[src/rtl/clic_seq_pkg.sv]
// Shared types for the CLIC interrupt sequencer: FSM state encoding and the
// RISC-V privilege encoding used on the offered-interrupt priv field.
package clic_seq_pkg;

  typedef enum logic [1:0] {
    IDLE,
    SELECT,
    OFFER,
    KILL
  } clic_state_e;

  typedef enum logic [1:0] {
    PRIV_LVL_U = 2'b00,
    PRIV_LVL_S = 2'b01,
    PRIV_LVL_M = 2'b11
  } priv_lvl_e;

endpackage

[src/rtl/clic_max_tree.sv]
// Combinational max-level comparator tree over NumIrq sources; ties resolve
// to the lower index at every node so the overall winner is the lowest id.
module clic_max_tree #(
  parameter int unsigned NumIrq     = 64,
  parameter int unsigned IdWidth    = $clog2(NumIrq),
  parameter int unsigned LevelWidth = 8
) (
  input  logic [NumIrq-1:0]                 elig_i,
  input  logic [NumIrq-1:0][LevelWidth-1:0] level_i,
  output logic                              win_valid_o,
  output logic [IdWidth-1:0]                win_id_o,
  output logic [LevelWidth-1:0]             win_level_o
);

  localparam int unsigned Leaves = 1 << IdWidth;

  // One signal set per stage keeps the tree acyclic at the variable level.
  for (genvar s = 0; s <= IdWidth; s++) begin : g_stage
    localparam int unsigned W = Leaves >> s;
    logic [W-1:0]                 vld;
    logic [W-1:0][LevelWidth-1:0] lvl;
    logic [W-1:0][IdWidth-1:0]    id;

    if (s == 0) begin : g_leaf
      for (genvar l = 0; l < Leaves; l++) begin : g_src
        if (l < NumIrq) begin : g_real
          assign vld[l] = elig_i[l];
          assign lvl[l] = elig_i[l] ? level_i[l] : '0;
          assign id[l]  = IdWidth'(l);
        end else begin : g_pad
          assign vld[l] = 1'b0;
          assign lvl[l] = '0;
          assign id[l]  = IdWidth'(l);
        end
      end
    end else begin : g_merge
      for (genvar n = 0; n < W; n++) begin : g_node
        logic take_hi;
        assign take_hi = g_stage[s-1].vld[2*n+1] &
                         (~g_stage[s-1].vld[2*n] |
                          (g_stage[s-1].lvl[2*n+1] > g_stage[s-1].lvl[2*n]));
        assign vld[n] = g_stage[s-1].vld[2*n] | g_stage[s-1].vld[2*n+1];
        assign lvl[n] = take_hi ? g_stage[s-1].lvl[2*n+1] : g_stage[s-1].lvl[2*n];
        assign id[n]  = take_hi ? g_stage[s-1].id[2*n+1]  : g_stage[s-1].id[2*n];
      end
    end
  end

  assign win_valid_o = g_stage[IdWidth].vld[0];
  assign win_level_o = g_stage[IdWidth].lvl[0];
  assign win_id_o    = g_stage[IdWidth].id[0];

endmodule

[src/rtl/clic_irq_sequencer.sv]
// CLIC interrupt sequencer: arbitrates level-sensitive sources, offers the
// winner to the core with a stable registered offer, and retracts stale offers.
module clic_irq_sequencer
  import clic_seq_pkg::*;
#(
  parameter int unsigned NumIrq     = 64,
  parameter int unsigned IdWidth    = $clog2(NumIrq),
  parameter int unsigned LevelWidth = 8
) (
  input  logic                              clk_i,
  input  logic                              rst_ni,
  input  logic                              enable_i,
  input  logic [LevelWidth-1:0]             threshold_i,
  input  logic [NumIrq-1:0]                 irq_pending_i,
  input  logic [NumIrq-1:0][LevelWidth-1:0] irq_level_i,
  input  logic [NumIrq-1:0][1:0]            irq_priv_i,
  input  logic [NumIrq-1:0]                 irq_shv_i,
  output logic                              clic_irq_valid_o,
  output logic [IdWidth-1:0]                clic_irq_id_o,
  output logic [LevelWidth-1:0]             clic_irq_level_o,
  output logic [1:0]                        clic_irq_priv_o,
  output logic                              clic_irq_shv_o,
  input  logic                              clic_irq_ready_i,
  output logic                              clic_kill_req_o,
  input  logic                              clic_kill_ack_i,
  output logic                              claim_valid_o,
  output logic [IdWidth-1:0]                claim_id_o
);

  typedef struct packed {
    logic [IdWidth-1:0]    id;
    logic [LevelWidth-1:0] level;
    logic [1:0]            priv;
    logic                  shv;
  } clic_offer_t;

  clic_state_e state_q, state_d;
  clic_offer_t offer_q, offer_d;
  logic        claim_valid_q, claim_valid_d;

  logic [NumIrq-1:0]     elig;
  logic [NumIrq-1:0]     offer_onehot;
  logic [NumIrq-1:0]     arb_mask;
  logic                  win_valid;
  logic [IdWidth-1:0]    win_id;
  logic [LevelWidth-1:0] win_level;
  logic                  offered_elig;
  logic                  preempt;

  always_comb begin
    elig = '0;
    for (int unsigned i = 0; i < NumIrq; i++) begin
      elig[i] = irq_pending_i[i] & (irq_level_i[i] != '0) & (irq_level_i[i] > threshold_i);
    end
  end

  // While an offer is live the offered source is masked out, so the tree
  // reports the strongest *other* contender for the preemption check.
  always_comb begin
    offer_onehot = '0;
    if (state_q == OFFER) begin
      offer_onehot[offer_q.id] = 1'b1;
    end
  end

  assign arb_mask = elig & ~offer_onehot;

  clic_max_tree #(
    .NumIrq    (NumIrq),
    .IdWidth   (IdWidth),
    .LevelWidth(LevelWidth)
  ) u_max_tree (
    .elig_i     (arb_mask),
    .level_i    (irq_level_i),
    .win_valid_o(win_valid),
    .win_id_o   (win_id),
    .win_level_o(win_level)
  );

  assign offered_elig = elig[offer_q.id];
  assign preempt      = win_valid & (win_level > offer_q.level);

  always_ff @(posedge clk_i or negedge rst_ni) begin
    if (!rst_ni) begin
      state_q       <= IDLE;
      offer_q       <= '0;
      claim_valid_q <= 1'b0;
    end else begin
      state_q       <= state_d;
      offer_q       <= offer_d;
      claim_valid_q <= claim_valid_d;
    end
  end

  always_comb begin
    state_d = state_q;
    unique case (state_q)
      IDLE: begin
        if (enable_i && win_valid) state_d = SELECT;
      end
      SELECT: begin
        state_d = (enable_i && win_valid) ? OFFER : IDLE;
      end
      OFFER: begin
        if (clic_irq_ready_i) begin
          state_d = IDLE;
        end else if (!enable_i || !offered_elig || preempt) begin
          state_d = KILL;
        end
      end
      KILL: begin
        if (clic_kill_ack_i) state_d = IDLE;
      end
      default: state_d = IDLE;
    endcase
  end

  always_comb begin
    offer_d = offer_q;
    if (state_q == SELECT && enable_i && win_valid) begin
      offer_d.id    = win_id;
      offer_d.level = win_level;
      offer_d.priv  = irq_priv_i[win_id];
      offer_d.shv   = irq_shv_i[win_id];
    end
    claim_valid_d = (state_q == OFFER) & clic_irq_ready_i;
  end

  // offer_q is untouched until the next SELECT, so it still holds the claimed id.
  always_comb begin
    clic_irq_valid_o = (state_q == OFFER);
    clic_kill_req_o  = (state_q == KILL);
    clic_irq_id_o    = offer_q.id;
    clic_irq_level_o = offer_q.level;
    clic_irq_priv_o  = offer_q.priv;
    clic_irq_shv_o   = offer_q.shv;
    claim_valid_o    = claim_valid_q;
    claim_id_o       = offer_q.id;
  end

endmodule

[config.mk]
export PLATFORM = sky130hd
export DESIGN_NAME = clic_irq_sequencer
export DESIGN_NICKNAME = d
export VERILOG_FILES = /design/src/rtl/clic_seq_pkg.sv /design/src/rtl/clic_max_tree.sv /design/src/rtl/clic_irq_sequencer.sv
export SDC_FILE = /design/constraint.sdc
export NUM_CORES = 2
export LEC_CHECK = 0
export BUFFER_PORTS_ARGS = -buffer_cell sky130_fd_sc_hd__buf_2
export CAP_MARGIN = 20
export CORE_ASPECT_RATIO = 0.7
export CORE_MARGIN = 2
export CORE_UTILIZATION = 35
export DETAILED_ROUTE_END_ITERATION = 16
export PLACE_DENSITY = 0.65
export SLEW_MARGIN = 25
export SYNTH_ARGS = -nofsm -noshare
export SYNTH_HDL_FRONTEND = slang
export SYNTH_SLANG_ARGS = --single-unit
[constraint.sdc]
create_clock -name clk_i -period 21.6 [get_ports clk_i]
set_input_delay 1.08 -clock clk_i [delete_from_list [all_inputs] [get_ports clk_i]]
set_output_delay 1.08 -clock clk_i [all_outputs]
set_load 0.005 [all_outputs]
# [After elaboration in Yosys (flattened, before gate mapping)]
# Index checks and enable logic that the tools add are counted.
# W data, S select, Z words.
[op_classes] magnitude_cmp=131 eq_ne=6 muxes=205 bitwise_logic=384 n_reduce_logical=74
[ops] operator="$gt A8 B8 Y1" count=128
[ops] operator="$mux W8" count=127
[ops] operator="$reduce_bool A8 Y1" count=64
[ops] operator="$and A1 B1 Y1" count=193
[ops] operator="$mux W6" count=31
[ops] operator="$or A1 B1 Y1" count=126
[ops] operator="$and A64 B64 Y64" count=1
[ops] operator="$mux W64" count=1
[ops] operator="$not A64 Y64" count=1
[ops] operator="$not A1 Y1" count=63
[ops] operator="$mux W1" count=35
[ops] operator="$lt A6 B7 Y1 const B" count=2
[ops] operator="$bmux W1 S6" count=2
[ops] operator="$bmux W2 S6" count=1
[ops] operator="$mux W2" count=6
[ops] operator="$pmux W2 S4" count=1
[ops] operator="$demux W1 S6" count=1
[ops] operator="$ge A6 B1 Y1 const B" count=1
[ops] operator="$eq A2 B2 Y1 const B" count=2
[ops] operator="$logic_and A1 B1 Y1" count=4
[ops] operator="$ne A3 B1 Y1 const B" count=1
[ops] operator="$reduce_and A3 Y1" count=1
[ops] operator="$eq A2 B1 Y1 const B" count=1
[ops] operator="$logic_not A1 Y1" count=2
[ops] operator="4 further kinds" count=5
[word_totals] register_bits=20 output_inout_bits=26

# [Logic depth before layout (Yosys ltp)]
[logic_depth] ltp_word=38 mapped_depth=95 ltp_nobuf=89

# [Cells and area by module]
# A second synthesis with hierarchy kept.
[hier_totals] hier_cells=5328 area_unflattened_um2=38958.6
[by_module_without_submodules] module="clic_max_tree" instances=1 cells_per_inst=3415 area_each_um2=22904.5
[by_module_without_submodules] module="clic_irq_sequencer" instances=1 cells_per_inst=1913 area_each_um2=16054.1

# [Worst setup path after synthesis]
# Ideal clock, no wire load.
[synth_timing] kind="in2reg" startpoint="input port threshold_i[1]" endpoint="register state_q[0]" setup_time_ns=0.126 t_arrival_ns=17.147 t_required_ns=21.474 slack_ns=4.327 stages=91 n_path_buf=8 cell_sequence="inv_1 -> ha_1 -> nor2b_1 -> o21a_1 -> o21a_1 -> o211ai_1 -> nand3_1 -> and3_1 -> clkbuf_1 -> clkbuf_1 -> nand2_1 -> ha_1 -> nor2b_1 -> o21a_1 -> o21a_1 -> o21ai_0 -> a21oi_1 -> o31ai_1 -> [55 not listed] -> o21ai_0 -> nand2b_1 -> a21oi_1 -> nor2_1 -> a211oi_1 -> o22a_1 -> a41o_1 -> clkbuf_1 -> mux2i_1 -> ha_1 -> and3_1 -> a221o_1 -> a221oi_1 -> a311oi_1 -> or4_1 -> o221ai_1 -> a211o_1 -> o21ai_0"
[synth_via] elab_chain_cells=33 word_cells_on_any_way=582 cone_classes="order compare (128); eq/ne (2); mux (129); bitwise (318); reduce/logical (5)"
[synth_rtl] element="from (decl)" line="clic_irq_sequencer.sv:13" source="input logic [LevelWidth-1:0] threshold_i,"
[synth_rtl] element="$gt A8 B8 Y1" line="clic_irq_sequencer.sv:53" source="elig[i] = irq_pending_i[i] & (irq_level_i[i] != '0) & (irq_level_i[i] > threshold_i);"
[synth_rtl] element="$and A1 B1 Y1" line="clic_irq_sequencer.sv:53"
[synth_rtl] element="$and A64 B64 Y64 (*)" line="clic_irq_sequencer.sv:66" source="assign arb_mask = elig & ~offer_onehot;"
[synth_rtl] element="$mux W8" line="clic_max_tree.sv:28" source="assign lvl[l] = elig_i[l] ? level_i[l] : '0;"
[synth_rtl] element="$gt A8 B8 Y1" line="clic_max_tree.sv:41" source="(g_stage[s-1].lvl[2*n+1] > g_stage[s-1].lvl[2*n]));"
[synth_rtl] element="$or A1 B1 Y1" line="clic_max_tree.sv:40" source="(~g_stage[s-1].vld[2*n] |"
[synth_rtl] element="$and A1 B1 Y1" line="clic_max_tree.sv:39" source="assign take_hi = g_stage[s-1].vld[2*n+1] &"
[synth_rtl] element="$mux W8" line="clic_max_tree.sv:43" source="assign lvl[n] = take_hi ? g_stage[s-1].lvl[2*n+1] : g_stage[s-1].lvl[2*n];"
[synth_rtl] element="[18 not listed]"
[synth_rtl] element="$and A1 B1 Y1" line="clic_max_tree.sv:39"
[synth_rtl] element="$mux W8 (*)" line="clic_max_tree.sv:43"
[synth_rtl] element="net u_max_tree.win_level_o[3]" line="clic_max_tree.sv:12" source="output logic [LevelWidth-1:0] win_level_o"
[synth_rtl] element="$gt A8 B8 Y1 (*)" line="clic_irq_sequencer.sv:81" source="assign preempt = win_valid & (win_level > offer_q.level);"
[synth_rtl] element="$and A1 B1 Y1 (*)" line="clic_irq_sequencer.sv:81"
[synth_rtl] element="$logic_or A1 B1 Y1 (*)" line="clic_irq_sequencer.sv:107" source="end else if (!enable_i || !offered_elig || preempt) begin"
[synth_rtl] element="$ne A3 B1 Y1 (no source line) (*)"
[synth_rtl] element="$reduce_and A3 Y1 (no source line) (*)"
[synth_rtl] element="to (signal assigned)" line="clic_irq_sequencer.sv:89" source="state_q <= state_d;"
[synth_rtl] element="to (decl)" line="clic_irq_sequencer.sv:37" source="clic_state_e state_q, state_d;"
# The timed path passes the listed nets; every way through them passes the cells marked *. The select of a mux whose other input is x is not followed.
# A chain may end at the register's enable or synchronous reset.

# [Worst setup path in the final report]
[layout_timing] startpoint="input port threshold_i[3]" endpoint="register offer_q (netlist bit clic_irq_priv_o[0])"
[layout_via] elab_chain_cells=30 word_cells_on_any_way=636 cone_classes="order compare (127); mux (191); bitwise (317); reduce/logical (1)"
[layout_rtl] element="$gt A8 B8 Y1" line="clic_irq_sequencer.sv:53"
[layout_rtl] element="$and A1 B1 Y1" line="clic_irq_sequencer.sv:53"
[layout_rtl] element="$and A64 B64 Y64 (*)" line="clic_irq_sequencer.sv:66"
[layout_rtl] element="$mux W8" line="clic_max_tree.sv:28"
[layout_rtl] element="$gt A8 B8 Y1" line="clic_max_tree.sv:41"
[layout_rtl] element="$or A1 B1 Y1" line="clic_max_tree.sv:40"
[layout_rtl] element="$and A1 B1 Y1" line="clic_max_tree.sv:39"
[layout_rtl] element="$mux W8" line="clic_max_tree.sv:43"
[layout_rtl] element="[14 not listed]"
[layout_rtl] element="$and A1 B1 Y1" line="clic_max_tree.sv:39"
[layout_rtl] element="$mux W8" line="clic_max_tree.sv:43"
[layout_rtl] element="$gt A8 B8 Y1" line="clic_max_tree.sv:41"
[layout_rtl] element="$or A1 B1 Y1" line="clic_max_tree.sv:40"
[layout_rtl] element="$and A1 B1 Y1" line="clic_max_tree.sv:39"
[layout_rtl] element="$mux W6" line="clic_max_tree.sv:44" source="assign id[n] = take_hi ? g_stage[s-1].id[2*n+1] : g_stage[s-1].id[2*n];"
[layout_rtl] element="$bmux W2 S6" line="clic_irq_sequencer.sv:123" source="offer_d.priv = irq_priv_i[win_id];"
[layout_rtl] element="$mux W2 (implied by the code)" line="clic_irq_sequencer.sv:123"
[layout_rtl] element="to (signal assigned)" line="clic_irq_sequencer.sv:90" source="offer_q <= offer_d;"
[layout_rtl] element="to (decl)" line="clic_irq_sequencer.sv:38" source="clic_offer_t offer_q, offer_d;"
# Every way passes the cells marked *; elsewhere a longest branch is shown, timed or not. The select of a mux whose other input is x is not followed.

==> qor.yml <==
clock_path_buffers: 2
peak_vdd_ir_v: 0.000602
yosysMostFrequentCell: "sky130_fd_sc_hd__ha_1"
detail_route.wirelength_um: 185000
cts.repair_timing.setup_buffer_count: 0
syn_area_um2: 38800
crit_path_start_kind: "input port"
compound_cell_area_share_of_the_yosys_netlist_pct: 26.5
path_buf_inv: 10
synthesis.area_per_instance_um2: 7.06
yosys.cell_types.count: 121
synthesis.instances: 5489
vias_per_cell: 6.03
worst-slew-pin-transition_ns: 1.04
yosys.area_share.simple_pct: 26.6
cts-hold-fix-buffers: 0
ys_seq_area_share_pct: 1.29
area_delta_synth_final_pct: 14.9
ys.flop_type: "sky130_fd_sc_hd__dfrtp_1"
crit_path_frequent_cell: "sky130_fd_sc_hd__o21ai_0"
sink_count_of_the_clock_tree: 20
gp_congestion: 1.04
cellLeakagePower_nw: 22.7
synth_top_area_share_pct: 33.0
tritoncts_clock_tree: "built"
hold_viol_final: 0
post-route-period-util_pct: 91.5
floorplan.rows: 102
dieWidth_um: 402
firstDrtPassIters: 7
ios: 807
largest_family_of_logic_cells_by_synthesized_area: "adder cells"
htree_levels: 1
initial_utilization_pct: 35.2
antenna_found_initial: 76
timing_worst_setup_path_type: "in -> reg"
hp-class: "reg -> reg"
first_iter_violations: 4627
globalRouteOverflowTotal: 0
cp_data_arrival_time_ns: 19.90
clock_pin_slew_worst_setup_and_hold_paths_ns: 0.07
instances_no_fill: 7690
die_area_um2: 113000
netlist_top_cells_area: "sky130_fd_sc_hd__ha_1 (33%), sky130_fd_sc_hd__a21oi_1 (6.8%), sky130_fd_sc_hd__nand2_1 (5.5%)"
p_sw_share_pct: 60.8
dr_vias: 46400
synth.area.mux_share_pct: 7.05
outcome: "completed"
hpwl_um: 157000
pwr-share-comb_pct: 98.0
finish.instance_area_um2: 44500
placeable_core_area_um2: 110000
maxClockFrequency_mhz: 50.6
power_frac_seq_pct: 1.3
cp_slowest_stage_delay_ns: 0.76
final_net_count: 8002
yosys-top-cells-count: "sky130_fd_sc_hd__ha_1 (1021), sky130_fd_sc_hd__nand2_1 (566), sky130_fd_sc_hd__a21oi_1 (529)"
finalWorstPathRequiredPeriod_ns: 19.76
p_per_area_nw_per_um2: 172
cell_type_contributing_the_most_total_cell_area_after_synthesis: "sky130_fd_sc_hd__ha_1"
buffer_ports.inserted: 806
worst_path_max_delay_cell: "sky130_fd_sc_hd__o21ai_1"
setup_viol_count_final: 0
postRouteAntennaNets: 0
post_synth_edffs: 0
setup_repair_after_global_routing_missed_its_margin: "no"
tns_ns: 0
post_dp_cell_area_um2: 44300
layout-drive-gt1-share_pct: 16.9
post_cts_resize_count: 0
detailedPlace.worstSlack_ns: 1.86
cellInternalPower_mw: 3.01
drv_slew: 0
yosysWarningCount: 0
grt_start_max_net_pins: 69
detail_route.wl_per_cell_um: 24.1
share_of_flip_flops_with_an_asynchronous_set_or_reset_after_synthesis_pct: 100
synth.net_count: 7291
p_clk_share_pct: 0.7
final.setup_skew_ns: 0.00482
cpLargestDelayFamily: "compound AO/OA/AOI/OAI gates"
vias_in_the_first_global_route: 42700
worstPathMaxFanout: 68
grt_usage_pct: 30.8
endpoint_kind: "flop"
synthAdderAreaFrac_pct: 33.0
net-switching-power_mw: 4.66
drv_cap: 0
drt_drc_violations_left: 0
first_pass_grt_wire_length_um: 270000
worstPathRequired_ns: 21.74
cts_buffers: 3
yosys_register_bits: 20
die_height_um: 282
setup_slack_ns: 1.84
synthXorXnorAreaFrac_pct: 0.0452
placedCellCount: 7649
slew_headroom_pct: 30.4
clk-insertion-delay-late_ns: 0.28
ctsRootBufferMaster: "sky130_fd_sc_hd__clkbuf_16"
layout make-up:
cell class              instances  area (um^2)
flip-flops and latches         20          504
repair buffers                867         4510
inverters                     358         1350
clock buffers                   3         75.1
multi-input cells            4950        36200
well taps                    1456         1820
fillers                     11600        65600
diodes                         35         87.6
clock inverters                 1         30.0
worst register-to-register path: cells and delay by family (launching register included):
| kind | cells | cell delay [ns] |
|---|---|---|
| adders and majority gates | 6 | 2.05 |
| AOI/OAI and AO/OA | 36 | 7.39 |
| DFF | 1 | 0.66 |
| buffers and inverters | 4 | 1.52 |
| muxes | 3 | 1.54 |
| and+or+nand+nor | 24 | 5.74 |
sequential cells by signal, summed over array words and instances, names as in the netlist:
name	cells
state_q	2
claim_valid_o	1
clic_irq_shv_o	1
claim_id_o	6
clic_irq_priv_o	2
clic_irq_level_o	8
through the flow:
step           power (mW)  util (%)  hold WS, ns
2_1_floorplan        5.59         -        0.500
5_1_grt              8.22      40.4        0.598
4_1_cts              7.48      40.3        0.540
3_5_place_dp         7.40      40.2        0.525
3_3_place_gp         7.28      40.2        0.508
6_report             7.67      40.4        0.540
logic make-up (layout without fill, tap and decap cells):
kind of cell / after synthesis / count (layout)
AND/OR/NAND/NOR: 2050 / 2050
other: 0 / 35
adder cells (fa/ha/maj): 1024 / 1024
AO/OA/AOI/OAI: 1617 / 1617
flip-flops: 20 / 20
multiplexers: 257 / 257
XOR/XNOR: 2 / 2
buffers and inverters: 519 / 1229
power by group through the flow:
stage          Combinational (mW)  Sequential (mW)  Clock, mW
6_report                     7.51           0.0980     0.0568
5_1_grt                      8.06            0.100     0.0586
4_1_cts                      7.33           0.0971     0.0581
3_5_place_dp                 7.30           0.0978          0
3_3_place_gp                 7.19           0.0980          0
2_1_floorplan                5.52           0.0709          0
metal layers:
metal | global-route usage, % | wire length (um) | share of wire (%)
met1 | 42.9 | 82700 | 45
met2 | 46.2 | 76400 | 41
met3 | 7.71 | 19600 | 11
met4 | 9.68 | 5960 | 3.2
met5 | 0.585 | 492 | 0.27
path summary, 6_finish.rpt:
| check | startpoint | to | slack [ns] | depth (start not counted) |
|---|---|---|---|---|
| max | threshold_i[3] | clic_irq_priv_o[0]$_DFFE_PN0P_ | 1.84 | 91 |
| max in group asynchronous | rst_ni | claim_id_o[1]$_DFFE_PN0P_ | 20.38 | 1 |
| min reg2reg | clic_irq_level_o[0]$_DFFE_PN0P_ | clic_irq_level_o[0]$_DFFE_PN0P_ | 0.54 | 2 |
| min in group asynchronous | rst_ni | clic_irq_level_o[6]$_DFFE_PN0P_ | 0.79 | 1 |
| min | clic_irq_level_o[0]$_DFFE_PN0P_ | clic_irq_level_o[0]$_DFFE_PN0P_ | 0.54 | 2 |
| max reg2reg | claim_id_o[2]$_DFFE_PN0P_ | clic_irq_priv_o[0]$_DFFE_PN0P_ | 2.55 | 73 |
placed cells by master (no fill, tap or decap), types with 122 or more instances in the layout:
cell type	count
sky130_fd_sc_hd__a21o_1	169
sky130_fd_sc_hd__a21oi_1	529
sky130_fd_sc_hd__and2_1	123
sky130_fd_sc_hd__and3_1	140
sky130_fd_sc_hd__buf_2	805
sky130_fd_sc_hd__ha_1	1021
sky130_fd_sc_hd__inv_1	348
sky130_fd_sc_hd__mux2i_1	201
sky130_fd_sc_hd__nand2_1	566
sky130_fd_sc_hd__nand3_1	142
sky130_fd_sc_hd__nand4_1	137
sky130_fd_sc_hd__nor2_1	414
sky130_fd_sc_hd__nor3_1	122
sky130_fd_sc_hd__o21a_1	143
sky130_fd_sc_hd__o21ai_0	319
Note: power is estimated with default switching activity, not from simulation.
